**src/rtl/pipelined_alu.sv**
```systemverilog
// rtl/pipelined_alu.sv - handshaked ALU with single-cycle ops and iterative multiply/divide
//
// Optional feature macro: PIPELINED_ALU_DIV_EN (adds the DIV state and the restoring divider).
//
// Ports:
//   clk         clock, all state changes on the rising edge
//   reset_n     asynchronous active-low reset
//   in_valid    request valid            in_ready   request can be taken this cycle
//   inA, inB    operands                 ALUControl operation select (4 bits)
//   out_valid   result valid             out_ready  consumer takes the result this cycle
//   out         registered result        zero       registered, out == 0
//   overflow    registered signed overflow of ADD/SUB
//   busy        multiply/divide iteration in progress
module pipelined_alu #(
    parameter int WIDTH = 32,
    parameter int SHW   = $clog2(WIDTH)
) (
    input  logic             clk,
    input  logic             reset_n,
    input  logic             in_valid,
    output logic             in_ready,
    input  logic [WIDTH-1:0] inA,
    input  logic [WIDTH-1:0] inB,
    input  logic [3:0]       ALUControl,
    output logic             out_valid,
    input  logic             out_ready,
    output logic [WIDTH-1:0] out,
    output logic             zero,
    output logic             overflow,
    output logic             busy
);

`ifdef PIPELINED_ALU_DIV_EN
    typedef enum logic [1:0] {IDLE = 2'd0, MUL = 2'd1, DIV = 2'd2} state_t;
`else
    typedef enum logic [1:0] {IDLE = 2'd0, MUL = 2'd1} state_t;
`endif

    localparam logic [SHW-1:0] LAST_CNT = SHW'(WIDTH - 1);

    state_t           state, state_nxt;
    logic [SHW-1:0]   cnt;
    logic [WIDTH-1:0] opb;      // multiplicand (MUL) or divisor (DIV)
    logic [WIDTH-1:0] hi;       // product high half / partial remainder
    logic [WIDTH-1:0] lo;       // multiplier being shifted out / quotient being shifted in
    logic             hi_sel;   // result comes from hi (MULHU, REMU)

    logic             accept;
    logic             sub;
    logic [WIDTH-1:0] b_eff;
    logic [WIDTH-1:0] sum;
    logic             add_ovf;
    logic [SHW-1:0]   sh;
    logic [WIDTH-1:0] alu_res;
    logic             alu_ovf;
    logic             is_mul;
    logic             is_div;

    logic [WIDTH:0]   mul_sum;
    logic [WIDTH-1:0] mul_hi_n;
    logic [WIDTH-1:0] mul_lo_n;

    logic             load;
    logic [WIDTH-1:0] res_d;
    logic             ovf_d;

    assign in_ready = (state == IDLE) && (!out_valid || out_ready);
    assign busy     = (state != IDLE);
    assign accept   = in_valid && in_ready;

    // One adder serves ADD, SUB and SLT; subtraction is A + ~B + 1.
    assign sub     = (ALUControl == 4'b0110) || (ALUControl == 4'b0111);
    assign b_eff   = sub ? ~inB : inB;
    assign sum     = inA + b_eff + WIDTH'(sub);
    assign add_ovf = (inA[WIDTH-1] == b_eff[WIDTH-1]) && (sum[WIDTH-1] != inA[WIDTH-1]);
    assign sh      = inB[SHW-1:0];

    always_comb begin
        alu_res = '0;
        alu_ovf = 1'b0;
        is_mul  = 1'b0;
        is_div  = 1'b0;
        case (ALUControl)
            4'b0000: alu_res = inA & inB;
            4'b0001: alu_res = inA | inB;
            4'b0010: begin
                alu_res = sum;
                alu_ovf = add_ovf;
            end
            4'b0100: alu_res = inA ^ inB;
            4'b0101: alu_res = ~(inA ^ inB);
            4'b0110: begin
                alu_res = sum;
                alu_ovf = add_ovf;
            end
            // Sign of A-B flipped when the subtraction overflowed gives the true signed compare.
            4'b0111: alu_res = {{(WIDTH-1){1'b0}}, sum[WIDTH-1] ^ add_ovf};
            4'b1000: alu_res = inA << sh;
            4'b1001: alu_res = inA >> sh;
            4'b1010: alu_res = $signed(inA) >>> sh;
            4'b1100, 4'b1101: is_mul = 1'b1;
`ifdef PIPELINED_ALU_DIV_EN
            4'b1110, 4'b1111: is_div = 1'b1;
`endif
            default: alu_res = '0;
        endcase
    end

    // Shift-add step: add multiplicand when the multiplier LSB is set, then shift the
    // whole {hi, lo} product right by one. After WIDTH steps {hi, lo} = A * B.
    assign mul_sum  = {1'b0, hi} + {1'b0, (lo[0] ? opb : {WIDTH{1'b0}})};
    assign mul_hi_n = mul_sum[WIDTH:1];
    assign mul_lo_n = {mul_sum[0], lo[WIDTH-1:1]};

`ifdef PIPELINED_ALU_DIV_EN
    // Restoring step: shift the next dividend bit into the remainder and subtract the
    // divisor when it fits. A zero divisor always "fits", which yields an all-ones
    // quotient and leaves the dividend in the remainder.
    logic [WIDTH:0]   div_part;
    logic             div_ge;
    logic [WIDTH-1:0] div_diff;
    logic [WIDTH-1:0] div_hi_n;
    logic [WIDTH-1:0] div_lo_n;

    assign div_part = {hi, lo[WIDTH-1]};
    assign div_ge   = div_part >= {1'b0, opb};
    assign div_diff = {hi[WIDTH-2:0], lo[WIDTH-1]} - opb;
    assign div_hi_n = div_ge ? div_diff : div_part[WIDTH-1:0];
    assign div_lo_n = {lo[WIDTH-2:0], div_ge};
`endif

    always_comb begin
        state_nxt = state;
        load      = 1'b0;
        res_d     = '0;
        ovf_d     = 1'b0;
        case (state)
            IDLE: begin
                if (accept) begin
                    if (is_mul) begin
                        state_nxt = MUL;
`ifdef PIPELINED_ALU_DIV_EN
                    end else if (is_div) begin
                        state_nxt = DIV;
`endif
                    end else begin
                        load  = 1'b1;
                        res_d = alu_res;
                        ovf_d = alu_ovf;
                    end
                end
            end
            MUL: begin
                if (cnt == LAST_CNT) begin
                    state_nxt = IDLE;
                    load      = 1'b1;
                    res_d     = hi_sel ? mul_hi_n : mul_lo_n;
                end
            end
`ifdef PIPELINED_ALU_DIV_EN
            DIV: begin
                if (cnt == LAST_CNT) begin
                    state_nxt = IDLE;
                    load      = 1'b1;
                    res_d     = hi_sel ? div_hi_n : div_lo_n;
                end
            end
`endif
            default: state_nxt = IDLE;
        endcase
    end

    always_ff @(posedge clk or negedge reset_n) begin
        if (!reset_n) begin
            state     <= IDLE;
            cnt       <= '0;
            opb       <= '0;
            hi        <= '0;
            lo        <= '0;
            hi_sel    <= 1'b0;
            out       <= '0;
            zero      <= 1'b0;
            overflow  <= 1'b0;
            out_valid <= 1'b0;
        end else begin
            state <= state_nxt;

            if (state == IDLE) begin
                if (accept && (is_mul || is_div)) begin
                    cnt    <= '0;
                    hi     <= '0;
                    hi_sel <= ALUControl[0];
`ifdef PIPELINED_ALU_DIV_EN
                    opb    <= is_div ? inB : inA;
                    lo     <= is_div ? inA : inB;
`else
                    opb    <= inA;
                    lo     <= inB;
`endif
                end
            end else if (state == MUL) begin
                hi  <= mul_hi_n;
                lo  <= mul_lo_n;
                cnt <= cnt + 1'b1;
            end
`ifdef PIPELINED_ALU_DIV_EN
            else if (state == DIV) begin
                hi  <= div_hi_n;
                lo  <= div_lo_n;
                cnt <= cnt + 1'b1;
            end
`endif

            if (load) begin
                out       <= res_d;
                zero      <= (res_d == '0);
                overflow  <= ovf_d;
                out_valid <= 1'b1;
            end else if (out_ready) begin
                out_valid <= 1'b0;
            end
        end
    end

endmodule

```
**config.mk**
```make
export PLATFORM = sky130hd
export DESIGN_NAME = pipelined_alu
export DESIGN_NICKNAME = d
export VERILOG_FILES = /design/src/rtl/pipelined_alu.sv
export SDC_FILE = /design/constraint.sdc
export NUM_CORES = 1
export LEC_CHECK = 0
export CORE_AREA = 2 2 368 188
export DETAILED_ROUTE_END_ITERATION = 10
export DIE_AREA = 0 0 370 190
export GPL_ROUTABILITY_DRIVEN = 0
export PLACE_DENSITY_LB_ADDON = 0.12
export SYNTH_ARGS = -nofsm -noshare
export SYNTH_HDL_FRONTEND = slang
export SYNTH_SLANG_ARGS = --single-unit
```
**constraint.sdc**
```tcl
create_clock -name clk -period 5.6 [get_ports clk]
set_input_delay 0.84 -clock clk [delete_from_list [all_inputs] [get_ports clk]]
set_output_delay 0.84 -clock clk [all_outputs]
set_load 0.02 [all_outputs]
```
# == After elaboration in Yosys (flattened, before gate mapping) ==
# Index checks and enable logic that the tools add are counted.
# totals
wordCells,92
ram_bits,0
memories,0
rom_bits,0
out_inout_bits,37
inputBits,72
reg_bits,139
latch_bits,0
# classes
n_eq_ne,19
addsub,4
shift,3
n_mul,0
n_bitwise,6
mux,32
magnitude_cmp,0
n_reduce_logical,18
n_div,0
# ops
cell,count
$mux W32,12
$pmux W32 S9,1
$not A32 Y32,2
$pmux W32 S2,1
$add A32 B32 Y33,1
$add A32 B1 Y32,1
$add A32 B32 Y32,1
$and A32 B32 Y32,1
$logic_not A32 Y1,1
$or A32 B32 Y32,1
$shl A32 B5 Y32,1
$shr A32 B5 Y32,1
$sshr A32 B5 Y32,1
$xor A32 B32 Y32,1
$eq A4 B4 Y1 const B,5
$eq A4 B3 Y1 const B,4
$mux W5,3
$mux W1,10
$mux W2,3
$ne A2 B2 Y1 const B,3
$reduce_bool A2 Y1,3
$add A5 B1 Y5 const B,1
$eq A5 B5 Y1 const B,1
$eq A4 B1 Y1 const B,1
other kinds (16),22

# == Longest topological paths before layout ==
# logic_depth
depth_word,13
mapped_depth,20
ltp_nobuf,15

# == Least setup slack after synthesis ==
# No wires, ideal clock.
# synth_timing
path_type,in2reg
startpoint,input ALUControl[2]
endpoint,register zero
t_required_ns,5.532
path_stages,19
setup_slack_ns,-0.081
setup_time_ns,0.068
arrival_time_ns,5.613
path_buffers,5
cell_sequence,clkbuf_1 > buf_2 > buf_2 > clkbuf_1 > nand3b_1 > buf_1 > xnor2_1 > ha_1 > a21o_1 > or3_1 > o21a_1 > a311o_2 > a41oi_2 > mux2i_1 > or4_4 > nor3_2 > nand4_1 > nor4_2 > a32o_2
# synth_between
elab_chain_len,13
word_cells_on_any_way,31
classes_between,2 x add/sub; 13 x eq/ne; 9 x mux; 1 x bitwise; 6 x reduce/logical
# synth_rtl
item,line,rtl
start: declaration,24,"input logic [3:0] ALUControl,"
$eq A4 B3 Y1,"72, 83",
$logic_or A1 B1 Y1,72,assign sub = (ALUControl == 4'b0110) || (ALUControl == 4'b0111);
$mux W32,73,assign b_eff = sub ? ~inB : inB;
$add A32 B32 Y32,74,assign sum = inA + b_eff + WIDTH'(sub);
$add A32 B1 Y32,74,
$ne A1 B1 Y1,75,assign add_ovf = (inA[WIDTH-1] == b_eff[WIDTH-1]) && (sum[WIDTH-1] != inA[WIDTH-1]);
$logic_and A1 B1 Y1,75,
$xor A1 B1 Y1,97,"4'b0111: alu_res = {{(WIDTH-1){1'b0}}, sum[WIDTH-1] ^ add_ovf};"
$pmux W32 S9,83,case (ALUControl)
$mux W32,140,if (is_mul) begin
$mux W32,139,if (accept) begin
$pmux W32 S2,137,case (state)
$logic_not A32 Y1,216,zero <= (res_d == '0);
end signal: assignment,216,
end: declaration,28,"output logic zero,"
# Parallel ways exist; a longest one is shown, timed or not.
# A chain may end at the register's enable or synchronous reset.

# == Worst setup path after layout ==
# layout_timing
startpoint,input inA[13]
endpoint,register zero
# layout_between
elab_chain_len,10
word_cells_on_any_way,17
classes_between,2 x add/sub; 1 x eq/ne; 3 x shift; 4 x mux; 5 x bitwise; 2 x reduce/logical
# layout_rtl
item,line,rtl
start: declaration,22,"input logic [WIDTH-1:0] inA,"
$add A32 B32 Y32,74,
$add A32 B1 Y32,74,
$ne A1 B1 Y1,75,
$logic_and A1 B1 Y1,75,
$xor A1 B1 Y1,97,
$pmux W32 S9 (*),83,
$mux W32 (*),140,
$mux W32 (*),139,
$pmux W32 S2 (*),137,
$logic_not A32 Y1 (*),216,
# Every way passes the cells marked *; elsewhere a longest branch is shown, timed or not.

==> results.py <==
metrics = {
    "grt": {
        "grt_max_degree": 105,
        "grt_overflow_total": 0,
        "grt_pass1_vias": 17000,
        "globalRouteTotalUtil_pct": 25.2,
        "antenna_found_initial": 2,
        "grt_pass1_wl_um": 128000,
    },
    "clock_network": {
        "clock_sinks": 138,
        "clk_pin_slew_ps": 70,
        "cts-buffers-inserted": 25,
        "cts_setup_buffers": 0,
        "htreeDepth": 4,
        "cts_repair_resize_count": 0,
        "cts_tree": "built",
        "cts_root_buf": "clkbuf_16",
        "cts_hold_buf": 0,
        "insertion_delay_ps": 500,
        "clockBufferDepth": 3,
    },
    "layout": {
        "drive_above_1_share_pct": 12.5,
        "utilization_pct": 29.8,
        "design_area_um2": 20200,
        "fin_cells": 3205,
        "fin_nets": 2497,
        "area.growth.synth_to_final_pct": 21.7,
        "nFillCells": 7269,
    },
    "synthesis": {
        "ys_warn_count": 0,
        "yosysMostFrequentCell": "nand2_1",
        "ys.flop_type": "dfrtp_1",
        "yosys.area.top_type_share_pct": 20.8,
        "synth.cell_area_um2": 16600,
        "syn_area_per_cell_um2": 7.74,
        "synth_fp_nets": 2351,
        "synth.area.top_cells": "dfrtp_1 21%, ha_1 10%, nand2_1 7.9%",
        "yosys_register_bits": 138,
        "yosys.area.top_type": "dfrtp_1",
        "synth_cell_types": 93,
        "syn_inst": 2142,
        "synthArstFlopShare_pct": 100,
        "synth_edf_count": 0,
        "seq_area_frac_synth_pct": 20.8,
        "synthTopCellsByCount": "347 x nand2_1, 168 x nor2_1, 144 x a21oi_1",
    },
    "run_status": {
        "violations": "max-capacitance violations",
        "status": "finished, violations left",
    },
    "power": {
        "p_comb_share_pct": 52.7,
        "p_leak_nw": 8.77,
        "ir_drop_mv": 0.239,
        "seqPwrFrac_pct": 27.3,
        "power_mw": 6.80,
        "clockPowerShare_pct": 20.0,
        "power_density_nw_per_um2": 337,
        "power.internal_mw": 3.66,
        "swShare_pct": 46.1,
        "p_sw_mw": 3.14,
    },
    "worst_setup_path": {
        "crit_fanout": 8,
        "start_kind": "primary input",
        "critPathCaptureType": "flip-flop",
        "critPathArrivalTime_ps": 5800,
        "r2r_cells": 16,
        "r2r-end": "zero$_DFFE_PN0P_",
        "r2r_setup_slack_ps": 670,
        "critPathRequiredTime_ps": 6010,
        "reg2reg_from": "lo[0]$_DFFE_PN0P_",
        "crit_type": "primary input to flip-flop",
    },
    "die": {
        "dieArea_um2": 70300,
        "ios": 109,
        "die-height_um": 190,
        "rows": 68,
        "core_um2": 67600,
        "start_util_pct": 24.5,
        "die_w_um": 370,
    },
    "timing": {
        "hold_ws_ps": 411,
        "fin_crit_ps": 5380,
        "skew_ps": 33.8,
        "timing.fmax_ghz": 0.186,
        "finalHoldViolCount": 0,
        "slew_headroom_pct": 0.301,
        "slew_violations": 0,
        "fin_crit_sh_pct": 96.2,
        "max_slew.worst_pin.slew_ps": 1490,
        "fin_setup_tns_ps": 0,
        "setup_viol": 0,
        "worst_slack_ps": 215,
        "grt_setup_unrepaired": "no",
    },
    "routing": {
        "route.detailed.drc": 0,
        "first_pass_iters": 7,
        "postRouteAntennaNets": 0,
        "wl_um": 90300,
        "drt_iter0_markers": 2647,
        "route.detailed.wl_per_inst_um": 28.2,
        "vias": 18300,
        "post_drt_via_cell_ratio": 5.70,
    },
    "placement": {
        "post_dp_cell_area_um2": 19500,
        "placed_cells": 3171,
        "hpwl_um": 73900,
        "dpl_worst_slack_ps": 153,
        "portBuffers": 108,
    },
    "run": {
        "maxCapViolCount": 1,
    },
    "worst_hold_path": {
        "hold_class": "primary input to asynchronous set/reset pin",
    },
}
cell families (layout without fill, tap and decap cells):
family	Yosys count	after routing	synth area share [%]
simple gates	744	744	20.4
compound gates	632	632	25.2
buf+inv	242	394	5.76
mux	160	160	12.7
fa+ha+maj	138	138	10.5
flops	138	138	20.8
xor+xnor	88	88	4.65
other cells	0	1	0
worst max-delay path: stages:
cell and delay, ps:
clkdlybuf4s50_1 640, buf_4 280, mux2i_1 470, mux4_2 370, nor2_1 70, a211oi_1 830, buf_4 240, o211ai_1 130
a222oi_1 370, buf_4 200, nand4_1 170, nor4_1 360, buf_4 170, nand4_1 80, buf_4 170, nor4_2 220
a32o_2 190
cell usage in the layout (no fill, tap or decap), types with 17 or more instances in the layout:
master	synthesis	layout
nand2_1	347	346
nor2_1	168	167
buf_4	5	166
a21oi_1	144	144
dfrtp_1	138	137
ha_1	135	135
o21ai_0	123	123
clkdlybuf4s50_1	0	100
mux2i_1	90	90
inv_1	83	83
xnor2_1	68	68
o211ai_1	47	47
a22oi_1	45	45
and2_1	44	44
nand3_1	39	39
mux4_2	37	37
a211oi_1	34	34
nand4_1	27	27
clkbuf_16	0	25
o21ai_1	24	23
nor3_1	24	23
a31oi_1	22	22
nor2b_1	20	20
xor2_1	20	20
o22ai_1	19	19
o21a_1	18	18
mux2_1	17	17
routing by layer:
layer	part of all wire, %	vias up	global-route usage [%]	wire (µm)
met5	0.29	-	2.68	260
met4	0.81	4	2.10	729
met3	14	73	12.0	13000
met2	35	1082	30.2	31500
met1	50	8989	39.6	44800
li1	-	8124	-	-
power by group through the flow:
stage / logic [mW] / clock network [mW] / registers [mW]
floorplan: 2.05 / 0 / 1.82
global route: 3.89 / 1.45 / 1.92
finish: 3.58 / 1.36 / 1.86
CTS: 3.52 / 1.40 / 1.86
detailed placement: 3.50 / 0 / 1.87
global placement: 3.50 / 0 / 1.86
flip-flops by register name, indices dropped and copies added, names as in the netlist:
signal,flops
hi_sel,1
opb,32
hi,32
overflow,1
lo,32
out_valid,1
cnt,5
state,1
out,32
zero,1
how the worst max path moves through the flow:
stage                  startpoint                to  slack, ps  cells past startpoint
floorplan           ALUControl[2]  zero$_DFFE_PN0P_         60                     19
global placement          inA[13]  zero$_DFFE_PN0P_        120                     17
detailed placement        inA[13]  zero$_DFFE_PN0P_        150                     17
CTS                       inA[13]  zero$_DFFE_PN0P_        620                     17
global route              inA[13]  zero$_DFFE_PN0P_        160                     17
finish                    inA[13]  zero$_DFFE_PN0P_        220                     17
layout make-up:
| class | instances | area (µm²) | share of cell area (%) |
|---|---|---|---|
| Clock buffer | 30 | 684 | 3.39 |
| Inverter | 87 | 327 | 1.62 |
| Tap cell | 910 | 1140 | 5.64 |
| Multi-Input combinational cell | 1762 | 12200 | 60.6 |
| Timing Repair Buffer | 274 | 2320 | 11.5 |
| Clock inverter | 3 | 23.8 | 0.118 |
| Antenna cell | 1 | 2.50 | 0.0124 |
| Sequential cell | 138 | 3460 | 17.1 |
Power figures use the tool's default switching activity.
